$ cat config.mk
export PLATFORM = sky130hd
export DESIGN_NAME = rd_scoreboard_flat
export DESIGN_NICKNAME = d
export VERILOG_FILES = /design/src/rtl/rd_scoreboard_if.sv /design/src/rtl/rd_scoreboard.sv /design/src/flat_wrapper.sv
export SDC_FILE = /design/constraint.sdc
export NUM_CORES = 1
export LEC_CHECK = 0
export ABC_AREA = 1
export BUFFER_PORTS_ARGS = -buffer_cell sky130_fd_sc_hd__buf_2
export CORE_ASPECT_RATIO = 2
export CORE_MARGIN = 2
export CORE_UTILIZATION = 30
export CTS_BUF_LIST = sky130_fd_sc_hd__clkbuf_4 sky130_fd_sc_hd__clkbuf_8
export DETAILED_ROUTE_END_ITERATION = 7
export GPL_ROUTABILITY_DRIVEN = 0
export PLACE_DENSITY_LB_ADDON = 0.05
export SLEW_MARGIN = 20
export SYNTH_ARGS = -nofsm -noshare
export SYNTH_HDL_FRONTEND = slang
export SYNTH_SLANG_ARGS = --single-unit
export TNS_END_PERCENT = 50
$ cat constraint.sdc
create_clock -name clk -period 13.6 [get_ports clk]
set_clock_uncertainty 0.1 [all_clocks]
set_input_delay 2.72 -clock clk [delete_from_list [all_inputs] [get_ports clk]]
set_output_delay 2.72 -clock clk [all_outputs]
set_load 0.01 [all_outputs]
$ cat src/rtl/rd_scoreboard_if.sv
// rd_scoreboard_if
//   Bundles the decode-side issue/query signals and the WB/kill retirement
//   signals of the pending-write scoreboard.
//   master : pipeline side (drives issue, source queries, retire, kill;
//            receives busy/stall/empty/err)
//   slave  : the scoreboard itself
interface rd_scoreboard_if #(
    parameter int IDX_W = 5
);
    logic             rd_scoreboard_issue_valid_i;
    logic             rd_scoreboard_issue_rd_en_i;
    logic [IDX_W-1:0] rd_scoreboard_issue_rd_index_i;
    logic             rd_scoreboard_rs1_en_i;
    logic [IDX_W-1:0] rd_scoreboard_rs1_index_i;
    logic             rd_scoreboard_rs2_en_i;
    logic [IDX_W-1:0] rd_scoreboard_rs2_index_i;
    logic             rd_scoreboard_wb_valid_i;
    logic [IDX_W-1:0] rd_scoreboard_wb_rd_index_i;
    logic             rd_scoreboard_kill_valid_i;
    logic [IDX_W-1:0] rd_scoreboard_kill_rd_index_i;
    logic             rd_scoreboard_rs1_busy_o;
    logic             rd_scoreboard_rs2_busy_o;
    logic             rd_scoreboard_stall_o;
    logic             rd_scoreboard_empty_o;
    logic             rd_scoreboard_err_o;

    modport master (
        output rd_scoreboard_issue_valid_i,
        output rd_scoreboard_issue_rd_en_i,
        output rd_scoreboard_issue_rd_index_i,
        output rd_scoreboard_rs1_en_i,
        output rd_scoreboard_rs1_index_i,
        output rd_scoreboard_rs2_en_i,
        output rd_scoreboard_rs2_index_i,
        output rd_scoreboard_wb_valid_i,
        output rd_scoreboard_wb_rd_index_i,
        output rd_scoreboard_kill_valid_i,
        output rd_scoreboard_kill_rd_index_i,
        input  rd_scoreboard_rs1_busy_o,
        input  rd_scoreboard_rs2_busy_o,
        input  rd_scoreboard_stall_o,
        input  rd_scoreboard_empty_o,
        input  rd_scoreboard_err_o
    );

    modport slave (
        input  rd_scoreboard_issue_valid_i,
        input  rd_scoreboard_issue_rd_en_i,
        input  rd_scoreboard_issue_rd_index_i,
        input  rd_scoreboard_rs1_en_i,
        input  rd_scoreboard_rs1_index_i,
        input  rd_scoreboard_rs2_en_i,
        input  rd_scoreboard_rs2_index_i,
        input  rd_scoreboard_wb_valid_i,
        input  rd_scoreboard_wb_rd_index_i,
        input  rd_scoreboard_kill_valid_i,
        input  rd_scoreboard_kill_rd_index_i,
        output rd_scoreboard_rs1_busy_o,
        output rd_scoreboard_rs2_busy_o,
        output rd_scoreboard_stall_o,
        output rd_scoreboard_empty_o,
        output rd_scoreboard_err_o
    );
endinterface

$ cat src/rtl/rd_scoreboard.sv
// rd_scoreboard
//   Per-register pending-write tracker for the decode stage. Counts rd writes
//   issued out of ID that have not yet retired in WB (or been squashed),
//   reports busy source operands, stalls ID when a counter would overflow,
//   and reports when no writes are pending anywhere.
// Ports:
//   clk  - core clock, all state updates on the rising edge
//   rst  - synchronous active-high reset, wins over same-cycle events
//   sb   - rd_scoreboard_if.slave: issue, rs1/rs2 query, WB retire, kill
//          inputs; rs1/rs2 busy, stall, empty, sticky underflow err outputs
module rd_scoreboard #(
    parameter int REG_NUM = 32,
    parameter int IDX_W   = 5,
    parameter int CNT_W   = 2,
    parameter int TOT_W   = 4
) (
    input  logic            clk,
    input  logic            rst,
    rd_scoreboard_if.slave  sb
);

    localparam logic [CNT_W-1:0] CNT_MAX = '1;
    localparam logic [TOT_W-1:0] TOT_MAX = '1;

    typedef struct packed {
        logic [CNT_W-1:0] val;
        logic             uf;
        logic [1:0]       applied;   // decrements actually taken
    } cnt_step_t;

    typedef struct packed {
        logic [TOT_W-1:0] val;
        logic             uf;
    } tot_step_t;

    // Apply +inc -dec to a per-register count. A decrement that would go
    // below zero is dropped (count clamps at 0) and reported as underflow.
    function automatic cnt_step_t cnt_step(input logic [CNT_W-1:0] c,
                                           input logic             inc,
                                           input logic [1:0]       dec);
        logic signed [CNT_W+2:0] sum;
        cnt_step_t               res;
        sum = $signed({3'b000, c}) + $signed({{(CNT_W+2){1'b0}}, inc})
            - $signed({{(CNT_W+1){1'b0}}, dec});
        res = '0;
        if (sum < 0) begin
            res.val     = '0;
            res.uf      = 1'b1;
            res.applied = 2'(32'(c) + 32'(inc));
        end else if (sum > $signed({3'b000, CNT_MAX})) begin
            res.val     = CNT_MAX;
            res.applied = dec;
        end else begin
            res.val     = CNT_W'(sum);
            res.applied = dec;
        end
        return res;
    endfunction

    // Same clamp/saturate rule for the total count.
    function automatic tot_step_t tot_step(input logic [TOT_W-1:0] t,
                                           input logic             inc,
                                           input logic [1:0]       dec);
        logic signed [TOT_W+2:0] sum;
        tot_step_t               res;
        sum = $signed({3'b000, t}) + $signed({{(TOT_W+2){1'b0}}, inc})
            - $signed({{(TOT_W+1){1'b0}}, dec});
        res = '0;
        if (sum < 0) begin
            res.val = '0;
            res.uf  = 1'b1;
        end else if (sum > $signed({3'b000, TOT_MAX})) begin
            res.val = TOT_MAX;
        end else begin
            res.val = TOT_W'(sum);
        end
        return res;
    endfunction

    logic [CNT_W-1:0] cnt [REG_NUM];
    logic [TOT_W-1:0] tot;
    logic             err;

    // x0 (and any index beyond REG_NUM) never has a pending write.
    function automatic logic [CNT_W-1:0] cnt_at(input logic [IDX_W-1:0] idx);
        if (idx == '0 || int'(idx) >= REG_NUM) begin
            return '0;
        end
        return cnt[idx];
    endfunction

    logic       issue_req;
    logic       issue_fire;
    logic       retire_hit;
    logic       kill_hit;
    logic       rd_same_dec;
    logic       stall;
    cnt_step_t  step [REG_NUM];
    tot_step_t  tot_res;
    logic [1:0] dec_applied;
    logic       cnt_uf;

    assign issue_req  = sb.rd_scoreboard_issue_valid_i & sb.rd_scoreboard_issue_rd_en_i
                      & (sb.rd_scoreboard_issue_rd_index_i != '0);
    assign retire_hit = sb.rd_scoreboard_wb_valid_i & (sb.rd_scoreboard_wb_rd_index_i != '0);
    assign kill_hit   = sb.rd_scoreboard_kill_valid_i & (sb.rd_scoreboard_kill_rd_index_i != '0);

    // A same-cycle retire/kill of the issuing rd frees a slot, so a full
    // counter can still accept the issue with a net delta of zero.
    assign rd_same_dec = (retire_hit & (sb.rd_scoreboard_wb_rd_index_i == sb.rd_scoreboard_issue_rd_index_i))
                       | (kill_hit & (sb.rd_scoreboard_kill_rd_index_i == sb.rd_scoreboard_issue_rd_index_i));

    assign stall = sb.rd_scoreboard_issue_valid_i
                 & ((sb.rd_scoreboard_issue_rd_en_i & (sb.rd_scoreboard_issue_rd_index_i != '0)
                     & (cnt_at(sb.rd_scoreboard_issue_rd_index_i) == CNT_MAX) & ~rd_same_dec)
                    | ((tot == TOT_MAX) & ~(retire_hit | kill_hit)));

    assign issue_fire = issue_req & ~stall;

    always_comb begin
        dec_applied = '0;
        cnt_uf      = 1'b0;
        for (int r = 0; r < REG_NUM; r++) begin
            if (r == 0) begin
                step[r] = '0;
            end else begin
                step[r] = cnt_step(cnt[r],
                                   issue_fire && (int'(sb.rd_scoreboard_issue_rd_index_i) == r),
                                   {1'b0, retire_hit && (int'(sb.rd_scoreboard_wb_rd_index_i) == r)}
                                 + {1'b0, kill_hit && (int'(sb.rd_scoreboard_kill_rd_index_i) == r)});
            end
            dec_applied = dec_applied + step[r].applied;
            cnt_uf      = cnt_uf | step[r].uf;
        end
        // Only decrements that a register counter actually took reduce tot,
        // so tot stays equal to the sum of the per-register counts.
        tot_res = tot_step(tot, issue_fire, dec_applied);
    end

    always_ff @(posedge clk) begin
        if (rst) begin
            for (int r = 0; r < REG_NUM; r++) begin
                cnt[r] <= '0;
            end
            tot <= '0;
            err <= 1'b0;
        end else begin
            for (int r = 0; r < REG_NUM; r++) begin
                cnt[r] <= step[r].val;
            end
            tot <= tot_res.val;
            if (cnt_uf | tot_res.uf) begin
                err <= 1'b1;
            end
        end
    end

    // Busy uses registered counts only: a same-cycle retire is covered by
    // the forwarding network, so it must still read as busy here.
    assign sb.rd_scoreboard_rs1_busy_o = sb.rd_scoreboard_rs1_en_i
                                       & (cnt_at(sb.rd_scoreboard_rs1_index_i) != '0);
    assign sb.rd_scoreboard_rs2_busy_o = sb.rd_scoreboard_rs2_en_i
                                       & (cnt_at(sb.rd_scoreboard_rs2_index_i) != '0);
    assign sb.rd_scoreboard_stall_o    = stall;
    assign sb.rd_scoreboard_empty_o    = (tot == '0);
    assign sb.rd_scoreboard_err_o      = err;

endmodule

$ cat src/flat_wrapper.sv
// flat-port wrapper written by rule: the top's interface ports become plain ports
module rd_scoreboard_flat 
#(
    parameter int REG_NUM = 32,
    parameter int IDX_W   = 5,
    parameter int CNT_W   = 2,
    parameter int TOT_W   = 4
)
  (clk, rst, sb_rd_scoreboard_issue_valid_i, sb_rd_scoreboard_issue_rd_en_i, sb_rd_scoreboard_issue_rd_index_i, sb_rd_scoreboard_rs1_en_i, sb_rd_scoreboard_rs1_index_i, sb_rd_scoreboard_rs2_en_i, sb_rd_scoreboard_rs2_index_i, sb_rd_scoreboard_wb_valid_i, sb_rd_scoreboard_wb_rd_index_i, sb_rd_scoreboard_kill_valid_i, sb_rd_scoreboard_kill_rd_index_i, sb_rd_scoreboard_rs1_busy_o, sb_rd_scoreboard_rs2_busy_o, sb_rd_scoreboard_stall_o, sb_rd_scoreboard_empty_o, sb_rd_scoreboard_err_o);
  rd_scoreboard_if #(.IDX_W(IDX_W)) sb_i ();
  input  logic clk;
  input  logic rst;
  input wire logic [$bits(sb_i.rd_scoreboard_issue_valid_i)-1:0] sb_rd_scoreboard_issue_valid_i;
  input wire logic [$bits(sb_i.rd_scoreboard_issue_rd_en_i)-1:0] sb_rd_scoreboard_issue_rd_en_i;
  input wire logic [$bits(sb_i.rd_scoreboard_issue_rd_index_i)-1:0] sb_rd_scoreboard_issue_rd_index_i;
  input wire logic [$bits(sb_i.rd_scoreboard_rs1_en_i)-1:0] sb_rd_scoreboard_rs1_en_i;
  input wire logic [$bits(sb_i.rd_scoreboard_rs1_index_i)-1:0] sb_rd_scoreboard_rs1_index_i;
  input wire logic [$bits(sb_i.rd_scoreboard_rs2_en_i)-1:0] sb_rd_scoreboard_rs2_en_i;
  input wire logic [$bits(sb_i.rd_scoreboard_rs2_index_i)-1:0] sb_rd_scoreboard_rs2_index_i;
  input wire logic [$bits(sb_i.rd_scoreboard_wb_valid_i)-1:0] sb_rd_scoreboard_wb_valid_i;
  input wire logic [$bits(sb_i.rd_scoreboard_wb_rd_index_i)-1:0] sb_rd_scoreboard_wb_rd_index_i;
  input wire logic [$bits(sb_i.rd_scoreboard_kill_valid_i)-1:0] sb_rd_scoreboard_kill_valid_i;
  input wire logic [$bits(sb_i.rd_scoreboard_kill_rd_index_i)-1:0] sb_rd_scoreboard_kill_rd_index_i;
  output wire logic [$bits(sb_i.rd_scoreboard_rs1_busy_o)-1:0] sb_rd_scoreboard_rs1_busy_o;
  output wire logic [$bits(sb_i.rd_scoreboard_rs2_busy_o)-1:0] sb_rd_scoreboard_rs2_busy_o;
  output wire logic [$bits(sb_i.rd_scoreboard_stall_o)-1:0] sb_rd_scoreboard_stall_o;
  output wire logic [$bits(sb_i.rd_scoreboard_empty_o)-1:0] sb_rd_scoreboard_empty_o;
  output wire logic [$bits(sb_i.rd_scoreboard_err_o)-1:0] sb_rd_scoreboard_err_o;
  assign sb_i.rd_scoreboard_issue_valid_i = sb_rd_scoreboard_issue_valid_i;
  assign sb_i.rd_scoreboard_issue_rd_en_i = sb_rd_scoreboard_issue_rd_en_i;
  assign sb_i.rd_scoreboard_issue_rd_index_i = sb_rd_scoreboard_issue_rd_index_i;
  assign sb_i.rd_scoreboard_rs1_en_i = sb_rd_scoreboard_rs1_en_i;
  assign sb_i.rd_scoreboard_rs1_index_i = sb_rd_scoreboard_rs1_index_i;
  assign sb_i.rd_scoreboard_rs2_en_i = sb_rd_scoreboard_rs2_en_i;
  assign sb_i.rd_scoreboard_rs2_index_i = sb_rd_scoreboard_rs2_index_i;
  assign sb_i.rd_scoreboard_wb_valid_i = sb_rd_scoreboard_wb_valid_i;
  assign sb_i.rd_scoreboard_wb_rd_index_i = sb_rd_scoreboard_wb_rd_index_i;
  assign sb_i.rd_scoreboard_kill_valid_i = sb_rd_scoreboard_kill_valid_i;
  assign sb_i.rd_scoreboard_kill_rd_index_i = sb_rd_scoreboard_kill_rd_index_i;
  assign sb_rd_scoreboard_rs1_busy_o = sb_i.rd_scoreboard_rs1_busy_o;
  assign sb_rd_scoreboard_rs2_busy_o = sb_i.rd_scoreboard_rs2_busy_o;
  assign sb_rd_scoreboard_stall_o = sb_i.rd_scoreboard_stall_o;
  assign sb_rd_scoreboard_empty_o = sb_i.rd_scoreboard_empty_o;
  assign sb_rd_scoreboard_err_o = sb_i.rd_scoreboard_err_o;
  rd_scoreboard #(.REG_NUM(REG_NUM), .IDX_W(IDX_W), .CNT_W(CNT_W), .TOT_W(TOT_W)) u_core (.clk(clk), .rst(rst), .sb(sb_i));
endmodule
# --- Word level (Yosys, flattened, before mapping) ---
# Memories as Yosys holds them, arrays and structs flattened.
# Index checks and enable logic that the tools add are counted.
totals:
  register_bits: 5
  mem_bits_rw: 64
  in_bits: 33
  word_cells: 676
  mem_count: 1
mem_list:
  columns: ["memory", "words", "word_bits", "rd", "rd_clocked_by_memory_dff", "write_ports", "line_no", "rtl"]
  rows:
  - ["u_core.cnt", 32, 2, 34, 0, 32, "rd_scoreboard.sv:80", "logic [CNT_W-1:0] cnt [REG_NUM];"]
op_classes:
  addsub: 156
  order_cmp: 64
  n_eq_ne: 97
  muxes: 170
  bitwise_logic: 83
  n_reduce_logical: 103
op_table:
  columns: ["operator", "count"]
  rows:
  - ["$mux 2", 131]
  - ["$eq 5x5->1 const B", 48]
  - ["$gt 5x3->1 const B", 31]
  - ["$lt 5x1->1 const B", 31]
  - ["$sub 3x2->4", 31]
  - ["$eq 5x4->1 const B", 24]
  - ["$add 2x1->3", 31]
  - ["$logic_and 1x1->1", 93]
  - ["$or 1x1->1", 66]
  - ["$add 1x1->2", 31]
  - ["$add 2x1->2", 31]
  - ["$add 2x2->2", 30]
  - ["$eq 5x3->1 const B", 12]
  - ["$mux 1", 38]
  - ["$eq 5x2->1 const B", 6]
  - ["$eq 5x1->1 const B", 3]
  - ["$logic_not 5->1", 3]
  - ["$reduce_bool 5->1", 3]
  - ["$and 1x1->1", 14]
  - ["$eq 5x5->1", 2]
  - ["$gt 7x5->1 const B", 1]
  - ["$lt 7x1->1 const B", 1]
  - ["$sub 5x2->6", 1]
  - ["$add 4x1->5", 1]
  - ["other kinds (7)", 10]

# --- Depth between registers and ports, before layout ---
# Gate-level depths: netlist of run 1.
depth:
  word_depth: 49
  mapped_depth: 61
  ltp_nobuf: 59

# --- Worst setup path before layout of run 1 ---
# OpenSTA, ideal clock, no wires.
synth_path:
  path_kind: "input -> register"
  start: "input port sb_rd_scoreboard_kill_rd_index_i[1]"
  end: "register u_core.tot[3]"
  arrival_ns: 10.868
  required_ns: 13.430
  path_slack_ns: 2.563
  path_stages: 46
  n_path_buf: 2
  path_cell_list: "nor2_1 nand2_1 nand2_1 or2_2 clkbuf_1 clkbuf_1 nor2_1 ha_1 ha_1 inv_1 fa_1 nand2_1 nand2_1 mux2_2 fa_1 inv_1 fa_1 fa_1 [... 10 more ...] nand2_1 nand2_1 inv_1 nand2_1 nand2_1 inv_1 nand2_1 nand2_1 inv_1 nand2_1 nand2_1 ha_1 inv_1 fa_1 o21ai_0 xor2_1 inv_1 a21oi_1"
synth_between:
  elab_chain_len: 48
  word_cells_on_any_way: 329
synth_lines:
  columns: ["item", "line_no", "rtl"]
  rows:
  - ["from (decl)", "flat_wrapper.sv:23", "input wire logic [$bits(sb_i.rd_scoreboard_kill_rd_index_i)-1:0] sb_rd_scoreboard_kill_rd_index_i;"]
  - ["$reduce_bool 5->1", "rd_scoreboard.sv:106", "assign kill_hit = sb.rd_scoreboard_kill_valid_i & (sb.rd_scoreboard_kill_rd_index_i != '0);"]
  - ["$and 1x1->1", "rd_scoreboard.sv:106", null]
  - ["$and 1x1->1", "rd_scoreboard.sv:111", "| (kill_hit & (sb.rd_scoreboard_kill_rd_index_i == sb.rd_scoreboard_issue_rd_index_i));"]
  - ["$or 1x1->1", "rd_scoreboard.sv:111", null]
  - ["$not 1->1", "rd_scoreboard.sv:115", "& (cnt_at(sb.rd_scoreboard_issue_rd_index_i) == CNT_MAX) & ~rd_same_dec)"]
  - ["$and 1x1->1", "rd_scoreboard.sv:115", null]
  - ["$or 1x1->1", "rd_scoreboard.sv:116", "| ((tot == TOT_MAX) & ~(retire_hit | kill_hit)));"]
  - ["$and 1x1->1", "rd_scoreboard.sv:114", "& ((sb.rd_scoreboard_issue_rd_en_i & (sb.rd_scoreboard_issue_rd_index_i != '0)"]
  - ["[... 3 more ...]", null, null]
  - ["$add 2x1->3", "rd_scoreboard.sv:43", "sum = $signed({3'b000, c}) + $signed({{(CNT_W+2){1'b0}}, inc})"]
  - ["$sub 3x2->4", "rd_scoreboard.sv:44", "- $signed({{(CNT_W+1){1'b0}}, dec});"]
  - ["$lt 5x1->1", "rd_scoreboard.sv:46", "if (sum < 0) begin"]
  - ["$mux 2", "rd_scoreboard.sv:46", null]
  - ["$add 2x2->2 (30 in series)", "rd_scoreboard.sv:132", "dec_applied = dec_applied + step[r].applied;"]
  - ["$sub 5x2->6 (*)", "rd_scoreboard.sv:67", "- $signed({{(TOT_W+1){1'b0}}, dec});"]
  - ["$gt 7x5->1 / $lt 7x1->1 (equally long branches)", "rd_scoreboard.sv:72, rd_scoreboard.sv:69", null]
  - ["$mux 4 / $reduce_or 2->1 (equally long branches)", null, null]
  - ["to (signal assigned)", "rd_scoreboard.sv:151", "tot <= tot_res.val;"]
  - ["to (decl)", "rd_scoreboard.sv:81", "logic [TOT_W-1:0] tot;"]
# Mark *: on every way between the ends. The rest lies on a longest branch, timed or not.
# A chain may end at the register's enable or synchronous reset.

# --- Worst setup path after layout of run 1 ---
layout_path:
  start: "input port sb_rd_scoreboard_issue_rd_index_i[1]"
  end: "register u_core.tot[2]"
layout_between:
  elab_chain_len: 48
  word_cells_on_any_way: 273
layout_lines:
  columns: ["item", "line_no", "rtl"]
  rows:
  - ["from (decl)", "flat_wrapper.sv:15", "input wire logic [$bits(sb_i.rd_scoreboard_issue_rd_index_i)-1:0] sb_rd_scoreboard_issue_rd_index_i;"]
  - ["branches (longest 45 deep; another with $sub 3x2->4)", null, null]
  - ["$sub 5x2->6 (*)", "rd_scoreboard.sv:67", null]
  - ["$gt 7x5->1 / $lt 7x1->1 (equally long branches)", "rd_scoreboard.sv:72, rd_scoreboard.sv:69", null]
  - ["$mux 4 / $reduce_or 2->1 (equally long branches)", null, null]
# Mark *: on every way between the ends.

==> results of run 1 <==
sequential cells by signal, indices dropped and copies added, names as in the netlist:
name / flops
u_core.tot: 4
u_core.sb.rd_scoreboard_err_o: 1
u_core.cnt: 62
worst reg2reg max path: cells and delay by family (launching register included):
family / cells / cell delay (ps)
AOI/OAI and AO/OA: 3 / 550
xor gates and xnor gates: 4 / 760
adders and majority gates: 9 / 3830
buffers and inverters: 10 / 630
DFF: 1 / 590
and+or+nand+nor: 31 / 2850
cells in the final DEF, fill, tap and decap left out, types with 2 or more instances in the layout:
| master | instances |
|---|---|
| mux2i_1 | 11 |
| o211ai_1 | 4 |
| a32o_1 | 2 |
| nor4_1 | 3 |
| a31oi_1 | 2 |
| inv_2 | 5 |
| fa_1 | 83 |
| buf_4 | 4 |
| nor2_1 | 140 |
| mux2_2 | 4 |
| diode_2 | 2 |
| nand4_1 | 11 |
| o21ai_1 | 5 |
| nand2_2 | 2 |
| xnor2_1 | 57 |
| o21ai_0 | 61 |
| o311ai_0 | 3 |
| clkbuf_8 | 12 |
| ha_1 | 163 |
| nand3b_1 | 13 |
| nor2_2 | 3 |
| inv_1 | 391 |
| or2_2 | 3 |
| nand3_2 | 2 |
| o31ai_1 | 7 |
| dfxtp_1 | 67 |
| nor3_1 | 10 |
| nand2_1 | 515 |
| xor2_1 | 23 |
| a211oi_1 | 3 |
| nand3_1 | 86 |
| a21oi_1 | 78 |
| buf_2 | 37 |
layer usage:
| metal | part of all wire | vias to the layer above | wire [um] | global-route usage |
|---|---|---|---|---|
| met5 | 0.00023 | - | 11 | 0 |
| met4 | 0.079 | 2 | 3770 | 0.166 |
| li1 | - | 5527 | - | - |
| met3 | 0.032 | 125 | 1540 | 0.0321 |
| met1 | 0.34 | 5356 | 16000 | 0.231 |
| met2 | 0.55 | 249 | 26300 | 0.466 |
layout make-up:
| class | instances | area (um^2) |
|---|---|---|
| Antenna cell | 2 | 5.00 |
| Sequential cell | 67 | 1340 |
| Tap cell | 520 | 651 |
| Clock buffer | 12 | 165 |
| Timing Repair Buffer | 41 | 215 |
| Inverter | 396 | 1490 |
| Clock inverter | 2 | 35.0 |
| Fill cell | 4440 | 26000 |
| Multi-Input combinational cell | 1299 | 8680 |
metrics by stage:
| stage | util | hold slack (ps) |
|---|---|---|
| CTS | 0.326 | 654 |
| finish | 0.326 | 649 |
| global route | 0.326 | 705 |
| floorplan | - | 552 |
| global placement | 0.321 | 637 |
| detailed placement | 0.321 | 640 |
worst max-delay path by stage:
stage | startpoint | endpoint | slack [ps] | cells after the start
after global placement | sb_rd_scoreboard_issue_rd_index_i[1] | u_core.tot[2] | 1220 | 55
after detailed placement | sb_rd_scoreboard_issue_rd_index_i[1] | u_core.tot[2] | 1190 | 54
final | sb_rd_scoreboard_issue_rd_index_i[1] | u_core.tot[2] | 1610 | 56
after floorplan | sb_rd_scoreboard_kill_rd_index_i[1] | u_core.tot[3] | 2560 | 46
after global routing | sb_rd_scoreboard_issue_rd_index_i[1] | u_core.tot[2] | 750 | 56
after CTS | sb_rd_scoreboard_issue_rd_index_i[1] | u_core.tot[2] | 1660 | 54
kinds of logic (layout without fill, tap and decap cells):
group                    after synthesis  count (layout)
AND/OR/NAND/NOR                      789             789
buffers and inverters                425             451
adder cells (fa/ha/maj)              246             246
AO/OA/AOI/OAI                        169             169
XOR/XNOR                              80              80
flip-flops                            67              67
multiplexers                          15              15
other                                  0               2
where the power goes:
part           leakage, nW  switching [mW]  total [mW]  internal [mW]
logic                 6.34           0.573       0.990          0.416
registers            0.560           0.216       0.511          0.294
clock network        0.104           0.102       0.199         0.0976
total                 7.01           0.891        1.70          0.808
==> flow_summary.toml, run 1 <==
[clock_network]
ctsRootBufferMaster = "clkbuf_8"
numCtsBuffers = 9
worstSkewPairLatency_ps = 420
clock-sinks = 67
cts_setup_buffers = 0
cts_tree = "yes"
hold_buffers = 0
cts_buffer_depth = 2
ctsResizeCount = 0
cts-htree-levels = 3
path_clk_slew_ps = 90

[floorplan]
die_h_um = 283
core_um2 = 38500
ios = 38
die-area_um2 = 40600
dieWidth_um = 143
rows = 102
start_util = 0.303

[power]
p_per_area_nw_per_um2 = 135
ir_worst_vdd_uv = 58.3
leakagePower_nw = 7.01
power_mw = 1.70

[setup_path]
worst-path-buf-inv = 11
required_ps = 13810
worst_path_max_delay_cell = "fa_1"
crit_path_start_kind = "primary input"
cpPeakStageDelay_ps = 600
reg2regPathDepth = 57
cp_top_family = "adder cells"
r2r_end = "u_core.tot[2]"
worst-path-max-fanout = 21
r2r_start = "u_core.cnt[27][1]"
cp_common_cell = "nand2_1"
arrival_ps = 12200
worstSetupPathType = "primary input to flop"
r2r_slack_ps = 4170
end_kind = "flop"

[timing]
fmax_ghz = 0.0834
finalHoldViolCount = 0
worstMarginPinSlew_ps = 868
finalCritPeriodShare = 0.881
final.setup.tns_ps = 0
rsz0062_at_grt = "no"
slew_headroom = 0.416
layout_setup_ws_ps = 1610
setup_viol = 0
final_max_slew_viol_count = 0
period_needed_ps = 11990

[layout]
nNetsFinal = 2093
fin_cells = 2339
syn2layout_area_growth_pct = 7.79
drive_above_1_share = 0.0424
final_area_um2 = 12600

[place]
place_inst = 2323
dpl.hpwl_mm = 40.8
io_buffers = 37
pre_cts_ws_ps = 1190
post_dp_cell_area_um2 = 12400

[synthesis]
synth_top_family_by_area = "adder cells"
synth-edff-count = 0
yosysTopAreaCell = "ha_1"
synthSimpleGateAreaFrac = 0.275
ys_seq_area_frac = 0.115
synth_cells = 1791
yosysWarnings = 0
synth.top_cell.area_share = 0.175
synthArstFlopShare = 0
synth_compound_area_frac = 0.0789
syn_area_per_cell_um2 = 6.52
synthTopCellsByArea = "ha_1 (17%), nand2_1 (17%), fa_1 (14%), inv_1 (13%), dfxtp_1 (11%)"
synth_fa_ha_area_frac = 0.317
synth-xor-area-share = 0.0600
netlist_area_um2 = 11700
yosysMostFrequentCell = "nand2_1"
synth_commonest_cells = "nand2_1 (515), inv_1 (391), ha_1 (163), nor2_1 (140), nand3_1 (86)"
synth.distinct_cells = 39
synthFlopType = "dfxtp_1"
synth_fp_nets = 2070
synth.area.mux_share = 0.0133
synth-seq-cells = 67

[route]
viasPerCell = 4.81
first_pass_iters = 5
vias = 11300
wl_mm = 47.6
antenna_left = 0
drc = 0
wire_per_inst_um = 20.3
drt_iter0_drc = 598

[global_route]
grt_max_degree = 39
overflow = 0
grt_pass1_wl_mm = 71.3
antenna_found_initial = 2
first_global_vias = 11800
track_usage = 0.243

[min_path]
worstHoldPathType = "flop to flop"
whs_endpoint = "u_core.tot[3]"
holdPathStages = 4
min-delay-start = "u_core.tot[3]"

[outcome]
outcome = "finished, final reports clean"

[flow_run]
cap_viol_max_count = 0
(Power assumes the default switching activity.)
==> run 2, diff against run 1 <==
--- a/config.mk
+++ b/config.mk
@@ -9,7 +9,7 @@
 export BUFFER_PORTS_ARGS = -buffer_cell sky130_fd_sc_hd__buf_2
 export CORE_ASPECT_RATIO = 2
 export CORE_MARGIN = 2
-export CORE_UTILIZATION = 30
+export CORE_UTILIZATION = 40
 export CTS_BUF_LIST = sky130_fd_sc_hd__clkbuf_4 sky130_fd_sc_hd__clkbuf_8
 export DETAILED_ROUTE_END_ITERATION = 7
 export GPL_ROUTABILITY_DRIVEN = 0
==> run 2 against run 1 <==
  * Flip-flop and latch count is the same
  * Routed wire length shrank 8.1%
  * Largest cell class unchanged
  * Highest routed layer is now met4
  * Largest power group unchanged
  * Critical path depth is the same
==> flow_summary.toml, run 2 (synthesis results as in run 1) <==
[clock_network]
cts-htree-levels = 3
ctsResizeCount = 0
worstSkewPairLatency_ps = 420
hold_buffers = 0
cts_buffer_depth = 2
clock-sinks = 67
path_clk_slew_ps = 80
ctsRootBufferMaster = "clkbuf_8"
cts_tree = "yes"
numCtsBuffers = 9
cts_setup_buffers = 0

[route]
vias = 11500
dr_wl_met3_mm = 1.49
first_pass_iters = 5
wire_per_inst_um = 20.0
drt_iter0_drc = 711
antenna_left = 0
wl_mm = 43.7
dr_wl_met2_mm = 23.2
top_layer_used = "met4"
drc = 0
wl_met1_mm = 14.9
viasPerCell = 5.25

[power]
switchingPower_mw = 0.917
combinationalPowerShare = 0.583
ir_worst_vdd_uv = 70.0
internal-power_mw = 0.803
p_sw_frac = 0.533
p_per_area_nw_per_um2 = 139
pwr-share-seq = 0.308
pwr-share-clk = 0.109
leakagePower_nw = 7.01

[place]
dpl.hpwl_mm = 37.6
io_buffers = 37
post_dp_cell_area_um2 = 12200

[floorplan]
die-area_um2 = 30600
start_util = 0.406
die_h_um = 246
rows = 88
dieWidth_um = 125
ios = 38
core_um2 = 28700

[timing]
worstMarginPinSlew_ps = 794
slew_headroom = 0.465
final.setup.tns_ps = 0
finalHoldViolCount = 0
period_needed_ps = 12150
final_max_slew_viol_count = 0
fmax_ghz = 0.0823
setup_viol = 0
finalCritPeriodShare = 0.894
hold_ws_ps = 643
rsz0062_at_grt = "no"

[global_route]
grt_pass1_wl_mm = 66.0
grt_max_degree = 40
antenna_found_initial = 1
overflow = 0
first_global_vias = 11600
track_usage = 0.289

[layout]
top_register = "u_core.cnt"
final_common_cell = "nand2_1"
final_area_um2 = 12400
syn2layout_area_growth_pct = 6.12
drive_above_1_share = 0.0445
fillers = 3173
utilization = 0.431
final_cell_mix = "nand2_1 (515), inv_1 (391), ha_1 (163)"
largest_register_ffs = 62
nNetsFinal = 2095

[setup_path]
worstSetupPathType = "primary input to flop"
cp_top_family = "adder cells"
arrival_ps = 12360
cpPeakStageDelay_ps = 570
worst-path-max-fanout = 39
crit_path_start_kind = "primary input"
end_kind = "flop"
worst_path_max_delay_cell = "buf_2"
cp_common_cell = "nand2_1"
worst-path-buf-inv = 11
required_ps = 13810

[flow_run]
cap_viol_max_count = 0

[outcome]
outcome = "finished, final reports clean"

[min_path]
worstHoldPathType = "flop to flop"
run 2: cell types whose count changed in the layout (fill, tap and decap cells not counted), sizes merged:
cell      previous run  this run
clkbuf              12         9
clkinv               1         4
buf                 41        43
clkinvlp             0         2
diode                2         1
run 2: routing by layer:
| metal | vias up | track usage |
|---|---|---|
| met5 | - | 0 |
| met4 | 0 | 0.225 |
| met3 | 144 | 0.0307 |
| met2 | 345 | 0.553 |
| met1 | 5412 | 0.278 |
| li1 | 5557 | - |
run 2: stage by stage:
| step | worst slack (ps) | std cells | power (mW) |
|---|---|---|---|
| 2_1_floorplan | 2560 | 1791 | 1.16 |
| 3_3_place_gp | 1150 | 2165 | 1.52 |
| 3_5_place_dp | 1160 | 2165 | 1.53 |
| 4_1_cts | 1570 | 2181 | 1.73 |
| 5_1_grt | 821 | 2182 | 1.89 |
| 6_report | 1450 | 2182 | 1.72 |
run 2: layout make-up:
type	instances	area, um^2	area share
diodes	1	2.50	0.000202
clock buffers	9	124	0.0100
clock inverters	7	68.8	0.00556
inverters	396	1490	0.120
multi-input cells	1299	8680	0.701
flip-flops and latches	67	1340	0.108
well taps	360	450	0.0364
repair buffers	43	230	0.0186
run 2: path summary, 6_finish.rpt:
kind                                                            from  cells past startpoint             to  slack, ps
worst min-delay path                                   u_core.tot[3]                      4  u_core.tot[3]        640
worst max register to register                      u_core.cnt[9][1]                     54  u_core.tot[0]       4190
worst max-delay path            sb_rd_scoreboard_issue_rd_index_i[0]                     56  u_core.tot[0]       1450
worst min register to register                         u_core.tot[3]                      4  u_core.tot[3]        640
run 2: power by group through the flow:
stage / clock network (mW) / logic, mW / registers [mW]
after detailed placement: 0 / 1.00 / 0.527
after CTS: 0.192 / 1.01 / 0.524
after global placement: 0 / 0.990 / 0.530
final: 0.187 / 1.00 / 0.529
after global routing: 0.196 / 1.16 / 0.534
after floorplan: 0 / 0.753 / 0.411
run 2: worst reg2reg max path, delay by kind of cell (launching register included):
kind	cells	cell delay (ps)
AO/OA/AOI/OAI	3	600
XOR/XNOR	4	750
flip-flops	1	670
buffers and inverters	9	550
multiplexers	1	180
AND/OR/NAND/NOR	28	2610
adder cells (fa/ha/maj)	9	3860
